### src/rtl/pipe_pkg.sv
// Shared types and constants for the elastic pipeline stage.
//
// Contents:
//   skid_state_t       : occupancy state of the skid stage (EMPTY / ONE / TWO)
//   PIPE_DEFAULT_WIDTH : default payload width for pipeline registers
package pipe_pkg;

  typedef enum logic [1:0] {
    EMPTY = 2'b00,
    ONE   = 2'b01,
    TWO   = 2'b10
  } skid_state_t;

  localparam int PIPE_DEFAULT_WIDTH = 32;

endpackage

### src/rtl/pipe_data_reg.sv
// WIDTH-bit data register with load enable, synchronous clear and
// asynchronous active-low reset. Clear has priority over load.
//
// Ports:
//   clk   : clock, rising edge
//   reset : asynchronous active-low reset (q -> 0)
//   clr   : synchronous clear (q -> 0), overrides en
//   en    : load d into q
//   d     : next payload
//   q     : registered payload
module pipe_data_reg
  import pipe_pkg::*;
#(
  parameter int WIDTH = PIPE_DEFAULT_WIDTH
) (
  input  logic             clk,
  input  logic             reset,
  input  logic             clr,
  input  logic             en,
  input  logic [WIDTH-1:0] d,
  output logic [WIDTH-1:0] q
);

  always_ff @(posedge clk or negedge reset) begin
    if (!reset) begin
      q <= '0;
    end else if (clr) begin
      q <= '0;
    end else if (en) begin
      q <= d;
    end
  end

endmodule

### src/rtl/pipe_skid_stage.sv
// Elastic pipeline register stage with a 2-entry skid buffer.
//
// The main register holds the head entry and drives out_data directly; the
// skid register catches the one beat that can arrive in the cycle after the
// downstream stalls. Because in_ready is decoded from the state register
// alone, there is no combinational path from out_ready to in_ready.
// softReset flushes both entries and discards any beat accepted in the same
// cycle.
//
// Handshake: a beat transfers on a rising edge where valid & ready are both
// high. in_ready and out_valid depend only on registered state. out_data is
// stable while out_valid & !out_ready. Upstream may withdraw in_valid at any
// time without a transfer.
//
// Ports:
//   clk         : clock, rising edge
//   reset       : asynchronous active-low reset
//   softReset   : synchronous active-high flush
//   in_valid    : upstream beat present
//   in_data     : upstream payload
//   in_ready    : stage can accept a beat this cycle
//   out_valid   : out_data holds a valid beat
//   out_data    : head-entry payload
//   out_ready   : downstream accepts
//   stall_count : saturating count of upstream-stalled cycles
//                 (only with PIPE_SKID_STALL_CNT_EN defined)
//   state_dbg   : current FSM state, for observation
//
// Build option: define PIPE_SKID_STALL_CNT_EN to add the stall counter.
module pipe_skid_stage
  import pipe_pkg::*;
#(
  parameter int WIDTH       = PIPE_DEFAULT_WIDTH,
  parameter int STALL_CNT_W = 16
) (
  input  logic                   clk,
  input  logic                   reset,
  input  logic                   softReset,
  input  logic                   in_valid,
  input  logic [WIDTH-1:0]       in_data,
  output logic                   in_ready,
  output logic                   out_valid,
  output logic [WIDTH-1:0]       out_data,
  input  logic                   out_ready,
`ifdef PIPE_SKID_STALL_CNT_EN
  output logic [STALL_CNT_W-1:0] stall_count,
`endif
  output skid_state_t            state_dbg
);

  if (WIDTH < 1 || WIDTH > 256 || STALL_CNT_W < 1) begin : g_bad_param
    $error("pipe_skid_stage: illegal WIDTH or STALL_CNT_W");
  end

  skid_state_t      state_q, state_d;
  logic             in_fire, out_fire;
  logic             main_en, main_from_skid, skid_en;
  logic [WIDTH-1:0] main_q, skid_q, main_d;

  assign in_ready  = (state_q != TWO);
  assign out_valid = (state_q != EMPTY);
  assign in_fire   = in_valid & in_ready;
  assign out_fire  = out_valid & out_ready;
  assign state_dbg = state_q;

  always_ff @(posedge clk or negedge reset) begin
    if (!reset) begin
      state_q <= EMPTY;
    end else begin
      state_q <= state_d;
    end
  end

  always_comb begin
    state_d        = state_q;
    main_en        = 1'b0;
    main_from_skid = 1'b0;
    skid_en        = 1'b0;
    if (softReset) begin
      // Flush: data registers are cleared through their clr input.
      state_d = EMPTY;
    end else begin
      unique case (state_q)
        EMPTY: begin
          if (in_fire) begin
            state_d = ONE;
            main_en = 1'b1;
          end
        end
        ONE: begin
          if (in_fire && !out_fire) begin
            state_d = TWO;
            skid_en = 1'b1;
          end else if (!in_fire && out_fire) begin
            state_d = EMPTY;
          end else if (in_fire && out_fire) begin
            main_en = 1'b1;
          end
        end
        TWO: begin
          // in_ready is low here, so only the drain side can move.
          if (out_fire) begin
            state_d        = ONE;
            main_en        = 1'b1;
            main_from_skid = 1'b1;
          end
        end
        default: begin
          state_d = EMPTY;
        end
      endcase
    end
  end

  assign main_d = main_from_skid ? skid_q : in_data;

  pipe_data_reg #(.WIDTH(WIDTH)) u_main (
    .clk   (clk),
    .reset (reset),
    .clr   (softReset),
    .en    (main_en),
    .d     (main_d),
    .q     (main_q)
  );

  pipe_data_reg #(.WIDTH(WIDTH)) u_skid (
    .clk   (clk),
    .reset (reset),
    .clr   (softReset),
    .en    (skid_en),
    .d     (in_data),
    .q     (skid_q)
  );

  assign out_data = main_q;

`ifdef PIPE_SKID_STALL_CNT_EN
  logic [STALL_CNT_W-1:0] stall_q;

  // Saturates at all-ones so a long stall never reads back as a short one.
  always_ff @(posedge clk or negedge reset) begin
    if (!reset) begin
      stall_q <= '0;
    end else if (softReset) begin
      stall_q <= '0;
    end else if (in_valid && !in_ready && (stall_q != '1)) begin
      stall_q <= stall_q + STALL_CNT_W'(1);
    end
  end

  assign stall_count = stall_q;
`endif

`ifndef SYNTHESIS
  a_no_in_fire_in_two: assert property (
    @(posedge clk) disable iff (!reset) (state_q == TWO) |-> !in_fire);

  a_legal_state: assert property (
    @(posedge clk) disable iff (!reset) (state_q inside {EMPTY, ONE, TWO}));
`endif

endmodule

### config.mk
export PLATFORM = sky130hd
export DESIGN_NAME = pipe_skid_stage
export DESIGN_NICKNAME = d
export VERILOG_FILES = /design/src/rtl/pipe_pkg.sv /design/src/rtl/pipe_data_reg.sv /design/src/rtl/pipe_skid_stage.sv
export SDC_FILE = /design/constraint.sdc
export NUM_CORES = 1
export LEC_CHECK = 0
export BUFFER_PORTS_ARGS = -buffer_cell sky130_fd_sc_hd__clkbuf_2
export CORE_MARGIN = 4
export CORE_UTILIZATION = 47
export CTS_CLUSTER_DIAMETER = 50
export DETAILED_ROUTE_END_ITERATION = 10
export PLACE_DENSITY = 0.78
export SLEW_MARGIN = 15
export SYNTH_ARGS = -nofsm -noshare
export SYNTH_HDL_FRONTEND = slang
export SYNTH_SLANG_ARGS = --single-unit
### constraint.sdc
create_clock -name clk -period 1.2 [get_ports clk]
set_input_delay 0.06 -clock clk [delete_from_list [all_inputs] [get_ports clk]]
set_output_delay 0.06 -clock clk [all_outputs]
set_load 0.02 [all_outputs]
==> results.txt <==
- The run finished, with violations left.
- The final reports fail on setup timing.
- Ranking of synthesized cells by area: dfrtp_1 59%, mux2i_1 11%, a22o_1 10%, o2bb2ai_1 10%, buf_4 1.9%
* Remaining DRCs: 0
- Placeable core area: 0.00564 mm2
- The share of the Yosys chip area taken by registers is 0.588.
- The wire-length estimate of the detail-placed layout is 3.97 mm.
* Start-to-end type of the worst setup path: flip-flop to flip-flop
- Number of instances in the synthesized netlist: 196
* # IOs: 73
- Proportion of netlist area held by the largest area contributor: 0.588
* Length of the first detailed-routing pass in iterations: 4
* Initial core utilization: 0.497
- Routed WL: 6.78 mm
- Area after DPL: 0.00335 mm2
- In the global route stage, overall resource usage came out at 0.197.
- Yosys printed 0 warnings.
- The first routing iteration left 75 violations.
* Reg2reg start: state_dbg[1]
- The number of cells on the worst reg-to-reg path is 6.
- By count the netlist is led by 66 x dfrtp_1, 32 x a22o_1, 32 x mux2i_1, 32 x o2bb2ai_1, 7 x buf_4.
- Before CTS, the worst setup slack after placement is -0.334 ns.
* Data arrival at the endpoint of the critical path: 1.63 ns
- At the pin with the least slew margin, the transition time is 0.376 ns.
- STA classifies the critical path startpoint as a flip-flop.
- Clk Latency, worst-skew pair: 0.33 ns
- The number of antenna diodes in the final layout is 0.
- No sink is reached through more buffers than the 2 on the longest clock path.
- In this run the horizontal extent of the chip is 85.3 um.
- CTS tree: yes
- The largest single stage delay on the critical path is 0.44 ns.
- Post-DR wirelength/cell: 16.9 um
* Worst path cell trace: nand2b_4 -> buf_6 -> nor2_4 -> nor2_4 -> buf_12 -> a22o_1
- Destination of the worst register-to-register timing path: u_skid.q[25]
- Leakage: 1.94 nW
* Number of vias in the routed layout: 2191
- Counting stages on the worst path, the most repeated cell is nor2_4.
- Number of global-route vias before repair: 2303
- In this run the tightest slew margin relative to its limit is 0.749.
- Worst hold stages: 3
* Count of flip-flops with a built-in enable after synthesis: 0
* Post-synthesis async set-or-reset flop share: 1.00
- IR analysis of the VDD net gives a maximum drop of 0.811 mV.
* Placed cells: 339
- The number of different library cells used by synthesis comes to 21.
* Final Setup Violations: 66
- For the worst setup path, the data required time is 1.41 ns.
* Post-route cell area: 0.00410 mm2
- GP Congestion: 0.712
- Area of the mapped netlist: 0.00281 mm2
- WHS Endpoint: state_dbg[1]
* Number of sinks handled by clock tree synthesis: 66
- Across the run, the number of max-cap violations was 0.
- Die Footprint: 0.00727 mm2
- Maximum clock rate: 0.702 GHz
* Global-route congestion overflow total: 0
- Cell type with the highest aggregate area in the netlist: dfrtp_1
* Setup crit end kind: flip-flop
- TritonCTS Buffers: 9
- In this run the remaining antenna-violating nets after routing total 0.
- Port Buffers: 72
- Total Power Consumption: 4.99 mW
- FF+latch count, synth: 66
- After the last flow step, the layout net total stands at 362.
* Share of cells above drive strength 1: 0.398
* Non-filler instance count after layout: 401
* Number of pins exceeding their max-slew limit in the final report: 0
- Final critical-path setup slack: -0.224 ns
- The worst hold path begins at out_ready.
* Cell at the root of the clock tree: clkbuf_8
* Most repeated cell in the gate-level netlist after synthesis: dfrtp_1
- Pin count of the biggest net entering global routing: 67
- Setup repair after global routing missed its margin: true
- Dividing the detail-routed via count by the number of cells gives 5.46.
* Post-route clock skew: 0.00858 ns
* Initial antenna violation count: 0
- Ratio of total power to cell area: 1220 mW/mm2
* First-pass GRT wire length: 11.4 mm
- From synthesis to final layout, the design area changed by 46.2%.
- Final Critical Period: 1.42 ns
- In this run the worst path has a maximum fanout of 12.
* Mapped Avg Cell Area: 14.3 um2
- Clock transition at path regs: 0.07 ns
- The floorplan has 27 rows.
* H-tree Lvls: 3
- The setup check on the worst reg-to-reg path leaves a slack of -0.22 ns.
- From bottom edge to top edge, the die measures 85.3 um.
- The slowest stage of the critical path is the dfrtp_2 cell.
- Mapped Nets: 233
* Endpoints failing hold: 0
* Class of the worst hold path: input pin to flip-flop
* Part of the cycle the worst path needs: 1.19
- For this run, the leading register cell type out of synthesis is dfrtp_1.
area by class of cell:
type	instances	area (um2)
Clock inverter	3	40.0
Fill cell	358	1540
Multi-Input combinational cell	115	1090
Sequential cell	66	1650
Clock buffer	12	145
Tap cell	72	90.1
Timing Repair Buffer	133	1080
sequential cells by signal, indices dropped and copies added, names as in the netlist:
| signal | flops |
|---|---|
| u_main.q | 32 |
| u_skid.q | 32 |
| state_dbg | 2 |
cells in the final DEF, fill, tap and decap left out:
cell type and count:
clkbuf_2 67, dfrtp_1 64, dlygate4sd3_1 33, o2bb2ai_1 32, a22o_1 32, mux2i_1 28, buf_6 18, clkbuf_8 10
buf_12 7, buf_4 5, mux2i_2 4, nor2_4 3, nand2b_4 2, nand2b_1 2, clkinv_2 2, clkbuf_1 2
buf_8 2, dfrtp_2 2, or2_4 1, nor2b_2 1, nand3b_4 1, o21ai_2 1, nor2_2 1, nor2_8 1
xnor2_1 1, o21a_1 1, nor2_1 1, nand3b_1 1, a211oi_1 1, nor3_4 1, bufinv_16 1, buf_2 1
logic make-up after synthesis:
logic type | Yosys count | share of synthesized area
xor+xnor | 1 | 0.00312
simple gates | 14 | 0.0446
flops | 66 | 0.588
buf+inv | 16 | 0.0415
compound gates | 67 | 0.208
mux | 32 | 0.114
what timing repair did:
item,CTS,global route
resized for setup,25,13
setup endpoints to repair,66,69
hold endpoints to repair,98,0
hold buffers,33,0
cloned,3,0
buffers inserted,11,2
pin swaps,4,11
metrics by stage:
| stage | setup TNS [ns] | hold slack, ns | utilization |
|---|---|---|---|
| after global routing | -15.04 | 0.0272 | 0.727 |
| after global placement | -13.38 | 0.0994 | 0.594 |
| after detailed placement | -14.67 | 0.105 | 0.594 |
| after floorplan | -5.01 | -0.236 | - |
| final | -11.97 | 0.0157 | 0.727 |
| after CTS | -11.57 | 0.00977 | 0.723 |
per-layer routing:
layer | routed length, um | GRT usage | vias to the layer above | share of wire
li1 | - | - | 1015 | -
met1 | 3220 | 0.272 | 1113 | 0.47
met2 | 3190 | 0.307 | 56 | 0.47
met3 | 299 | 0.0447 | 7 | 0.044
met4 | 72 | 0.0691 | 0 | 0.011
met5 | 0 | 0 | - | 0
power by group:
group	switching, mW	internal, mW
Combinational	0.416	0.383
Clock	0.799	1.00
Sequential	0.0639	2.33
Total	1.28	3.71
worst max-delay path by stage:
stage | start | to
final | state_dbg[1] | u_skid.q[25]
after global routing | state_dbg[1] | u_main.q[8]
after CTS | state_dbg[1] | u_main.q[19]
after detailed placement | state_dbg[0] | u_skid.q[7]
after global placement | state_dbg[0] | u_skid.q[22]
after floorplan | state_dbg[0] | u_main.q[10]
worst max-delay path: cells and delay by family (launching register included):
kind	cells	cell delay, ns
flops	1	0.44
simple gates	3	0.40
compound gates	1	0.18
buf+inv	2	0.27
Note: power is estimated with default switching activity, not from simulation.
